--- src/rtl/vga_fb_fetch_if.sv ---
// Read port between the framebuffer fetcher and the shared-RAM arbiter.
// One outstanding word read: req held with a stable address until ack returns data.
interface vga_fb_fetch_if #(
  parameter int unsigned ADDR_W = 21
) ();
  logic              ram_req;
  logic [ADDR_W-1:0] ram_addr;
  logic              ram_ack;
  logic [31:0]       ram_data;

  modport master (
    output ram_req,
    output ram_addr,
    input  ram_ack,
    input  ram_data
  );

  modport slave (
    input  ram_req,
    input  ram_addr,
    output ram_ack,
    output ram_data
  );
endinterface

--- src/rtl/vga_fb_fetch.sv ---
// Framebuffer pixel fetcher: prefetches packed RGB333 pixel pairs from RAM into a FIFO
// and hands one pixel per pix_req to the VGA timing stage, restarting on frame_start.
module vga_fb_fetch #(
  parameter int unsigned H_VISIBLE  = 800,
  parameter int unsigned V_VISIBLE  = 600,
  parameter int unsigned FIFO_DEPTH = 16,
  parameter int unsigned ADDR_W     = 21
) (
  input  logic              clk50M,
  input  logic              rst_n,
  input  logic [ADDR_W-1:0] ram_start_addr,
  input  logic              frame_start,
  input  logic              pix_req,
  output logic [8:0]        pix_color,
  output logic              underflow,
  vga_fb_fetch_if.master    ram
);

  localparam int unsigned FRAME_WORDS = H_VISIBLE * V_VISIBLE / 2;
  localparam int unsigned WCNT_W      = $clog2(FRAME_WORDS + 1);
  localparam int unsigned PTR_W       = $clog2(FIFO_DEPTH);
  localparam int unsigned CNT_W       = PTR_W + 1;

  typedef enum logic {
    IDLE = 1'b0,
    REQ  = 1'b1
  } state_t;

  state_t            state;
  logic [17:0]       mem [FIFO_DEPTH];
  logic [PTR_W-1:0]  wr_ptr;
  logic [PTR_W-1:0]  rd_ptr;
  logic [CNT_W-1:0]  count;
  logic [WCNT_W-1:0] word_cnt;
  logic              phase;
  logic              active;

  logic              push_c;
  logic              pop_c;
  logic [CNT_W-1:0]  count_nxt_c;
  logic [WCNT_W-1:0] word_cnt_inc_c;
  logic              start_c;
  logic              stay_c;
  logic [17:0]       pair_c;
  logic              unused_data_c;

  // Only the two 9-bit pixel fields of each RAM word are kept.
  assign pair_c        = {ram.ram_data[24:16], ram.ram_data[8:0]};
  assign unused_data_c = ^{ram.ram_data[31:25], ram.ram_data[15:9]};

  always_comb begin
    push_c         = (state == REQ) && ram.ram_ack && !frame_start;
    pop_c          = pix_req && (count != '0) && phase && !frame_start;
    count_nxt_c    = count + CNT_W'(push_c) - CNT_W'(pop_c);
    word_cnt_inc_c = word_cnt + WCNT_W'(1);
    // A request is in flight while in REQ, so IDLE sees zero outstanding.
    start_c        = active && (word_cnt < WCNT_W'(FRAME_WORDS))
                     && (count < CNT_W'(FIFO_DEPTH));
    stay_c         = (word_cnt_inc_c < WCNT_W'(FRAME_WORDS))
                     && (count_nxt_c < CNT_W'(FIFO_DEPTH));
  end

  always_ff @(posedge clk50M) begin
    if (push_c) begin
      mem[wr_ptr] <= pair_c;
    end
  end

  always_ff @(posedge clk50M) begin
    if (!rst_n) begin
      state        <= IDLE;
      ram.ram_req  <= 1'b0;
      ram.ram_addr <= '0;
      wr_ptr       <= '0;
      rd_ptr       <= '0;
      count        <= '0;
      word_cnt     <= '0;
      phase        <= 1'b0;
      active       <= 1'b0;
      pix_color    <= '0;
      underflow    <= 1'b0;
    end else if (frame_start) begin
      // Abandons any in-flight request; a same-cycle ack is dropped.
      state        <= IDLE;
      ram.ram_req  <= 1'b0;
      ram.ram_addr <= ram_start_addr;
      wr_ptr       <= '0;
      rd_ptr       <= '0;
      count        <= '0;
      word_cnt     <= '0;
      phase        <= 1'b0;
      active       <= 1'b1;
      pix_color    <= '0;
    end else begin
      unique case (state)
        IDLE: begin
          if (start_c) begin
            state       <= REQ;
            ram.ram_req <= 1'b1;
          end
        end
        REQ: begin
          if (ram.ram_ack) begin
            ram.ram_addr <= ram.ram_addr + ADDR_W'(1);
            word_cnt     <= word_cnt_inc_c;
            if (!stay_c) begin
              state       <= IDLE;
              ram.ram_req <= 1'b0;
            end
          end
        end
        default: begin
          state       <= IDLE;
          ram.ram_req <= 1'b0;
        end
      endcase

      if (push_c) begin
        wr_ptr <= wr_ptr + PTR_W'(1);
      end
      count <= count_nxt_c;

      // Low pixel of the head word first, then the high pixel pops the word.
      if (!pix_req) begin
        pix_color <= '0;
      end else if (count == '0) begin
        pix_color <= '0;
        underflow <= 1'b1;
      end else if (!phase) begin
        pix_color <= mem[rd_ptr][8:0];
        phase     <= 1'b1;
      end else begin
        pix_color <= mem[rd_ptr][17:9];
        phase     <= 1'b0;
        rd_ptr    <= rd_ptr + PTR_W'(1);
      end
    end
  end

endmodule

--- src/flat_wrapper.sv ---
// flat-port wrapper written by rule: the top's interface ports become plain ports
module vga_fb_fetch_flat 
#(
  parameter int unsigned H_VISIBLE  = 800,
  parameter int unsigned V_VISIBLE  = 600,
  parameter int unsigned FIFO_DEPTH = 16,
  parameter int unsigned ADDR_W     = 21
)
  (clk50M, rst_n, ram_start_addr, frame_start, pix_req, pix_color, underflow, ram_ram_req, ram_ram_addr, ram_ram_ack, ram_ram_data);
  vga_fb_fetch_if #(.ADDR_W(ADDR_W)) ram_i ();
  input  logic clk50M;
  input  logic rst_n;
  input  logic [ADDR_W-1:0] ram_start_addr;
  input  logic frame_start;
  input  logic pix_req;
  output logic [8:0] pix_color;
  output logic underflow;
  output wire logic [$bits(ram_i.ram_req)-1:0] ram_ram_req;
  output wire logic [$bits(ram_i.ram_addr)-1:0] ram_ram_addr;
  input wire logic [$bits(ram_i.ram_ack)-1:0] ram_ram_ack;
  input wire logic [$bits(ram_i.ram_data)-1:0] ram_ram_data;
  assign ram_ram_req = ram_i.ram_req;
  assign ram_ram_addr = ram_i.ram_addr;
  assign ram_i.ram_ack = ram_ram_ack;
  assign ram_i.ram_data = ram_ram_data;
  vga_fb_fetch #(.H_VISIBLE(H_VISIBLE), .V_VISIBLE(V_VISIBLE), .FIFO_DEPTH(FIFO_DEPTH), .ADDR_W(ADDR_W)) u_core (.clk50M(clk50M), .rst_n(rst_n), .ram_start_addr(ram_start_addr), .frame_start(frame_start), .pix_req(pix_req), .pix_color(pix_color), .underflow(underflow), .ram(ram_i));
endmodule
--- config.mk ---
export PLATFORM = sky130hd
export DESIGN_NAME = vga_fb_fetch_flat
export DESIGN_NICKNAME = d
export VERILOG_FILES = /design/src/rtl/vga_fb_fetch_if.sv /design/src/rtl/vga_fb_fetch.sv /design/src/flat_wrapper.sv
export SDC_FILE = /design/constraint.sdc
export NUM_CORES = 1
export LEC_CHECK = 0
export BUFFER_PORTS_ARGS = -buffer_cell sky130_fd_sc_hd__buf_4
export CAP_MARGIN = 25
export CORE_MARGIN = 8
export CORE_UTILIZATION = 40
export CTS_BUF_LIST = sky130_fd_sc_hd__clkbuf_16
export CTS_CLUSTER_SIZE = 20
export DETAILED_ROUTE_END_ITERATION = 8
export SLEW_MARGIN = 20
export SYNTH_ARGS = -nofsm -noshare
export SYNTH_HDL_FRONTEND = slang
export SYNTH_SLANG_ARGS = --single-unit
--- constraint.sdc ---
create_clock -name clk50M -period 6.3 [get_ports clk50M]
set_input_delay 0 -clock clk50M [delete_from_list [all_inputs] [get_ports clk50M]]
set_output_delay 0 -clock clk50M [all_outputs]
set_load 0.005 [all_outputs]
==> results of run 1 <==
==> cells in the final DEF, fill, tap and decap left out, types with 5 or more instances in the layout <==
cell type / synthesis / routed
or3_1: 8 / 8
a21oi_1: 24 / 24
ha_1: 13 / 13
xor2_1: 26 / 26
o21ai_0: 27 / 27
and2_1: 14 / 14
clkinv_1: 0 / 9
xnor2_1: 21 / 21
nor2_2: 0 / 8
nand2_1: 47 / 47
mux2i_1: 9 / 9
nor3_1: 9 / 5
edfxtp_1: 288 / 288
dlygate4sd3_1: 0 / 84
inv_1: 12 / 24
dfxtp_1: 70 / 68
clkbuf_16: 0 / 39
nand4_1: 12 / 12
mux4_2: 90 / 90
and3_1: 6 / 6
buf_4: 7 / 96
nor2_1: 53 / 41
nor2b_1: 5 / 5
nand3_1: 13 / 13
==> cell families after synthesis <==
| kind of cell | Yosys count | share of synthesized area |
|---|---|---|
| AND/OR/NAND/NOR | 180 | 0.0622 |
| adder cells (fa/ha/maj) | 14 | 0.0128 |
| flip-flops | 358 | 0.702 |
| buffers and inverters | 52 | 0.0167 |
| multiplexers | 99 | 0.148 |
| AO/OA/AOI/OAI | 71 | 0.0293 |
| XOR/XNOR | 47 | 0.0288 |
==> how the worst max path moves through the flow <==
stage,endpoint,cells past startpoint
2_1_floorplan,u_core.ram.ram_req,16
3_3_place_gp,u_core.ram.ram_req,16
3_5_place_dp,u_core.ram.ram_req,16
4_1_cts,u_core.ram.ram_req,16
5_1_grt,u_core.state,16
6_report,u_core.ram.ram_req,16
==> area by class of cell <==
class	count	area, µm²	share of cell area
inverters	12	45.0	0.00257
well taps	461	577	0.0329
clock inverters	31	196	0.0112
repair buffers	180	1560	0.0892
multi-input cells	411	4100	0.234
flip-flops and latches	358	10100	0.574
diodes	1	2.50	0.000143
clock buffers	39	976	0.0557
==> flip-flops by register name, indices dropped and copies added, names as in the netlist, 4 cells and up, named ones only <==
name                 count
u_core.count             5
u_core.mem             288
u_core.pix_color         9
u_core.ram.ram_addr     21
u_core.rd_ptr            4
u_core.word_cnt         18
u_core.wr_ptr            4
==> tightest hold or removal path, stage by stage <==
cell	delay (ns)
buf_4	0.25
nor2b_1	0.16
o21ai_0	0.09
a31oi_1	0.04
==> metal layers <==
layer  vias to the layer above  track usage  share of wire
li1                       3582            -              -
met2                       199        0.248           0.48
met5                         -            0              0
met3                        43       0.0262          0.057
met4                         0       0.0454          0.018
met1                      4066        0.212           0.45
==> metrics by stage <==
| step | worst slack, ns | instances | total power [mW] | instance area, µm² | hold slack [ns] |
|---|---|---|---|---|---|
| finish | 2.86 | 1493 | 4.80 | 17500 | 0.0689 |
| global route | 2.47 | 1493 | 4.95 | 17500 | 0.103 |
| CTS | 2.84 | 1491 | 4.84 | 17500 | 0.0517 |
| detailed placement | 2.86 | 1337 | 2.73 | 15500 | 0.234 |
| global placement | 2.86 | 1335 | 2.72 | 15500 | 0.231 |
| floorplan | 3.28 | 821 | 2.66 | 14300 | 0.0989 |
==> power breakdown <==
part           internal (mW)  leakage, nW  switching (mW)
combinational         0.0811         1.95          0.0656
clock                   1.17        0.620           0.903
sequential              2.56         3.16          0.0137
total                   3.82         5.73           0.982
==> run metrics, run 1 <==
status completed; Core Box Area 35400 µm²; maximum VDD drop 0.000210 V; overall routed net length about 32000 µm; row cnt slightly below 70; first-pass GRT wire length 49300 µm; CP max stage delay 0.41 ns; area grow syn2layout 22.4%; hold buffer count at cts between 80 and 90; Crit Path Class reg2reg; CTS tree yes; final setup vio count 0; Async SR Flop Fraction 0; vias 7890; Yosys top cell area share 0.604; Synth Register Bits 358; Max-Cap Viols 0; Distinct cells, synth between 40 and 50; wire per inst 21.5 µm; antenna violations before repair 1; nets@finish approximately 1100; Util after Layout 0.495; top cells by count, synth edfxtp_1, mux4_2, dfxtp_1; Cells after Synth a little over 800; total CTS buffers 39; most instantiated library cell after synthesis edfxtp_1; Post-CTS Setup Bufs 0; worst-margin pin slew 0.947 ns; CP arrival 3.90 ns; Hold Path Depth 4; reg-to-reg endpoint u_core.ram.ram_req; ys flop type edfxtp_1; clock-pin slew on the worst setup and hold paths about 0.06 ns; clock skew around 0.015 ns; setup TNS 0 ns; area of the die around 42000 µm²; Post-Syn Area around 14000 µm²; fmax 0.291 GHz; average vias per placed instance 5.28; Critical Path Slowest Stage Cell fa_1; layout cell share with drive strength beyond 1 0.249; Initial Utilization 0.404; Initial DRT Pass Iterations 5; GRT overflow 0; CP dominant cell by count ha_1; final max-slew violation count 0; Post-synth EDFFs 288; P per Cell Area ~270 nW/µm²; CP delay by family, top adder cells; worst reg-to-reg path cell count 16; largest net degree at the start of global routing 62; FILL cells 2901; vias in the first global route 8165; Bufs and invs on worst path 2; global placer's final weighted congestion 0.748; DR iter-0 viols 610; R2R Path Start u_core.count[2]; Antenna Nets Post-Route 0; Detailed Place HPWL 17900 µm; Fin. Hold Viols 0; Mapped Nets a little under 900; synth top area cells edfxtp_1, mux4_2, dfxtp_1, xor2_1, nor2_1; crit-path max FO 5; area leader, netlist edfxtp_1; Clock Path Buffers 3; Hold EP u_core.ram.ram_req; startpoint types register; top-level I/O count 90; Root Driver clkbuf_16; register area share after synthesis 0.702; Port-buffer cells 75; R2R setup slack 2.86 ns; Hold Path Class in2reg; gr usage total 0.154; critical path, cell by cell inv_1 > ha_1 > nor4b_1 > nor2b_1 > nand2_1 > nor2_1 > ha_1 > inv_1 > ha_1 > fa_1 > a21oi_1 > o21bai_1 > xnor2_1 > o211ai_1 > a211o_1 > a31oi_1; Worst Setup SP u_core.count[2]; leakage power 5.73 nW; Final min period 3.44 ns; Crit path required time 6.76 ns; Yosys Warn Count 0; clock latency on the worst-skew pair 0.54 ns; Avg Inst Size Synth 17.4 µm²; crit end category register; RSZ-0062 raised after global routing no; post-route DRC violation count 0; post_cts resized 0; Chip Width 205 µm; Tcrit/Tclk final 0.546; H-tree depth 2; die height 205 µm; TritonCTS Sinks 358; Slew headroom 0.369; HP Start frame_start
Power figures use the tool's default switching activity.
==> run 2: changes to the inputs <==
--- a/config.mk
+++ b/config.mk
@@ -5,6 +5,7 @@
 export SDC_FILE = /design/constraint.sdc
 export NUM_CORES = 1
 export LEC_CHECK = 0
+export ABC_AREA = 1
 export BUFFER_PORTS_ARGS = -buffer_cell sky130_fd_sc_hd__buf_4
 export CAP_MARGIN = 25
 export CORE_MARGIN = 8
==> constraint.sdc (replaced) <==
create_clock -name clk50M -period 3.2 [get_ports clk50M]
set_input_delay 0 -clock clk50M [delete_from_list [all_inputs] [get_ports clk50M]]
set_output_delay 0 -clock clk50M [all_outputs]
set_load 0.005 [all_outputs]
==> run metrics, run 2 <==
Synth Register Bits 358; mux share of post-synthesis cell area 0; fmax about 0.33 GHz; Initial DRT Pass Iterations 5; overall routed net length 38300 µm; Chip Width 209 µm; Yosys Warn Count 0; Design Area, Final 18000 µm²; Async SR Flop Fraction 0; worst reg-to-reg path cell count 22; biggest regs u_core.mem x288, u_core.ram.ram_addr x21, u_core.word_cnt x18; DP Area 16000 µm²; maximum VDD drop 0.000384 V; vias 10600; status completed; FILL cells 3257; Distinct cells, synth 44; die height 209 µm; Hold Path Depth 4; final max-slew violation count 0; post-route DRC violation count 0; CP max stage delay 0.38 ns; P per Cell Area 528 nW/µm²; Synth Area in Compound Gates 0.133; area leader, netlist edfxtp_1; clock skew 0.0259 ns; vias in the first global route 10500; Crit Path Class reg2reg; Root Driver clkbuf_16; Mapped Nets 1366; Largest Register u_core.mem; Antenna Nets Post-Route 0; total CTS buffers 38; row cnt 70; setup TNS 0 ns; global placer's final weighted congestion ~0.82; number of flip-flops under the largest register name 288; antenna violations before repair 1; CP arrival 3.45 ns; Critical Path Slowest Stage Cell fa_2; startpoint types register; RSZ-0062 raised after global routing no; Port-buffer cells 75; largest family of logic cells by synthesized area compound AO/OA/AOI/OAI gates; Post-Syn Area 14900 µm²; area of the die 43600 µm²; clock latency on the worst-skew pair ~0.54 ns; Simple-Gate Fraction of Synth Area 0.125; critical path, cell by cell inv_2 > ha_2 > nand3_2 > nor2_4 > nor2_2 > inv_2 > nor2_2 > inv_2 > nor2_1 > ha_1 > inv_1 > ha_2 > fa_2 > nand2_2 > a21oi_1 > or2_2 > xor2_1 > nor2_1 > nand3_2 > nand3_1 > nand2_1 > a21oi_2; R2R Path Start u_core.count[2]; TritonCTS Sinks 358; Max-Cap Viols 0; top cells by count, synth edfxtp_1, nor2_1, o21ai_0; HP Start frame_start; Clock Path Buffers 3; Fin. Hold Viols 0; leakage power 6.22 nW; most common cell after layout, fill and taps aside edfxtp_1; Detailed Place HPWL 21400 µm; Post-synth EDFFs 288; Hold Path Class in2reg; Avg Inst Size Synth 11.5 µm²; clock-pin slew on the worst setup and hold paths 0.06 ns; worst-margin pin slew between 0.8 and 0.9 ns; CTS tree yes; layout cell share with drive strength beyond 1 0.160; average vias per placed instance 5.43; top-level I/O count 90; wire per inst between 15 and 20 µm; ys flop type edfxtp_1; final setup vio count 0; Tcrit/Tclk final 0.937; Cells after Synth 1294; first-pass GRT wire length ~60000 µm; crit-path max FO 2; most frequent cells in the layout edfxtp_1, nor2_1, o21ai_0; Core Box Area 36600 µm²; Initial Utilization 0.406; gr usage total 0.172; Yosys top cell area share 0.582; synth top area cells edfxtp_1, dfxtp_1, o21ai_0, nor2_1, o221ai_1; Crit path required time between 3 and 4 ns; CP dominant cell by count inv_2; most instantiated library cell after synthesis edfxtp_1; adder-cell area share of the yosys netlist 0.0123; DR iter-0 viols 742; Worst Setup SP u_core.count[2]; register area share after synthesis 0.677; H-tree depth 2; crit end category register; Slew headroom 0.447; GRT overflow 0; Synth Area in XOR/XNOR 0.0123; Final min period 3.00 ns; largest net degree at the start of global routing 81; nets@finish 1523; area grow syn2layout 21.3%
-- run 2: through the flow --
stage               hold slack [ns]  total power, mW  utilization  cells  setup WS, ns
global placement              0.273             5.39        0.438   1800         0.172
finish                       0.0468             9.51        0.492   1950         0.203
detailed placement            0.278             5.39        0.438   1800        0.0879
global route                 0.0677             9.82        0.492   1950        0.0139
CTS                          0.0369             9.59        0.491   1947        0.0643
floorplan                    0.0989             5.24            -   1294         0.286
-- run 2: area by class of cell --
class                      instances  area (µm²)  share of cell area
timing repair buffer             188        1650              0.0918
multi-input combinational        792        4260               0.237
clock buffer                      39         976              0.0542
tap                              468         586              0.0325
sequential                       358       10100               0.558
inverter                          73         277              0.0153
clock inverter                    31         204              0.0113
antenna                            1        2.50            0.000139
-- run 2: worst paths after layout --
kind,end,slack (ns)
worst min-delay path,u_core.count[2],0.05
worst max register to register,u_core.ram.ram_req,0.20
worst min register to register,u_core.active,0.47
worst max-delay path,u_core.ram.ram_req,0.20
-- run 2: cells by family after synthesis --
kind of cell    Yosys count
xor+xnor                 20
fa+ha+maj                14
buf+inv                 144
compound gates          331
flops                   358
simple gates            427
-- run 2: critical path: cells and delay by family, from the launching register on --
family / cells / cell delay, ns
adders and majority gates: 4 / 1.00
buffers and inverters: 4 / 0.20
AOI/OAI and AO/OA: 2 / 0.15
and+or+nand+nor: 11 / 1.10
DFF: 1 / 0.33
xor gates and xnor gates: 1 / 0.16
-- run 2: report_power, final --
group,internal [mW],switching (mW),total [mW],leakage [nW]
combinational,0.151,0.146,0.297,2.43
clock,2.37,1.76,4.14,0.624
sequential,5.04,0.0300,5.07,3.16
total,7.57,1.94,9.51,6.22
-- run 2: routing by layer --
| metal | track usage | wire (µm) | vias to the layer above |
|---|---|---|---|
| li1 | - | - | 4992 |
| met1 | 0.228 | 16900 | 5205 |
| met2 | 0.279 | 18100 | 324 |
| met3 | 0.0355 | 2460 | 63 |
| met4 | 0.0554 | 935 | 0 |
| met5 | 0 | 0 | - |
-- run 2: repair_timing --
action | in CTS | in global routing
hold buffers | 77 | 0
endpoints found under the hold margin | 313 | 0
setup endpoints to repair | 0 | 2
resized for setup | 0 | 16
setup buffers | 0 | 2
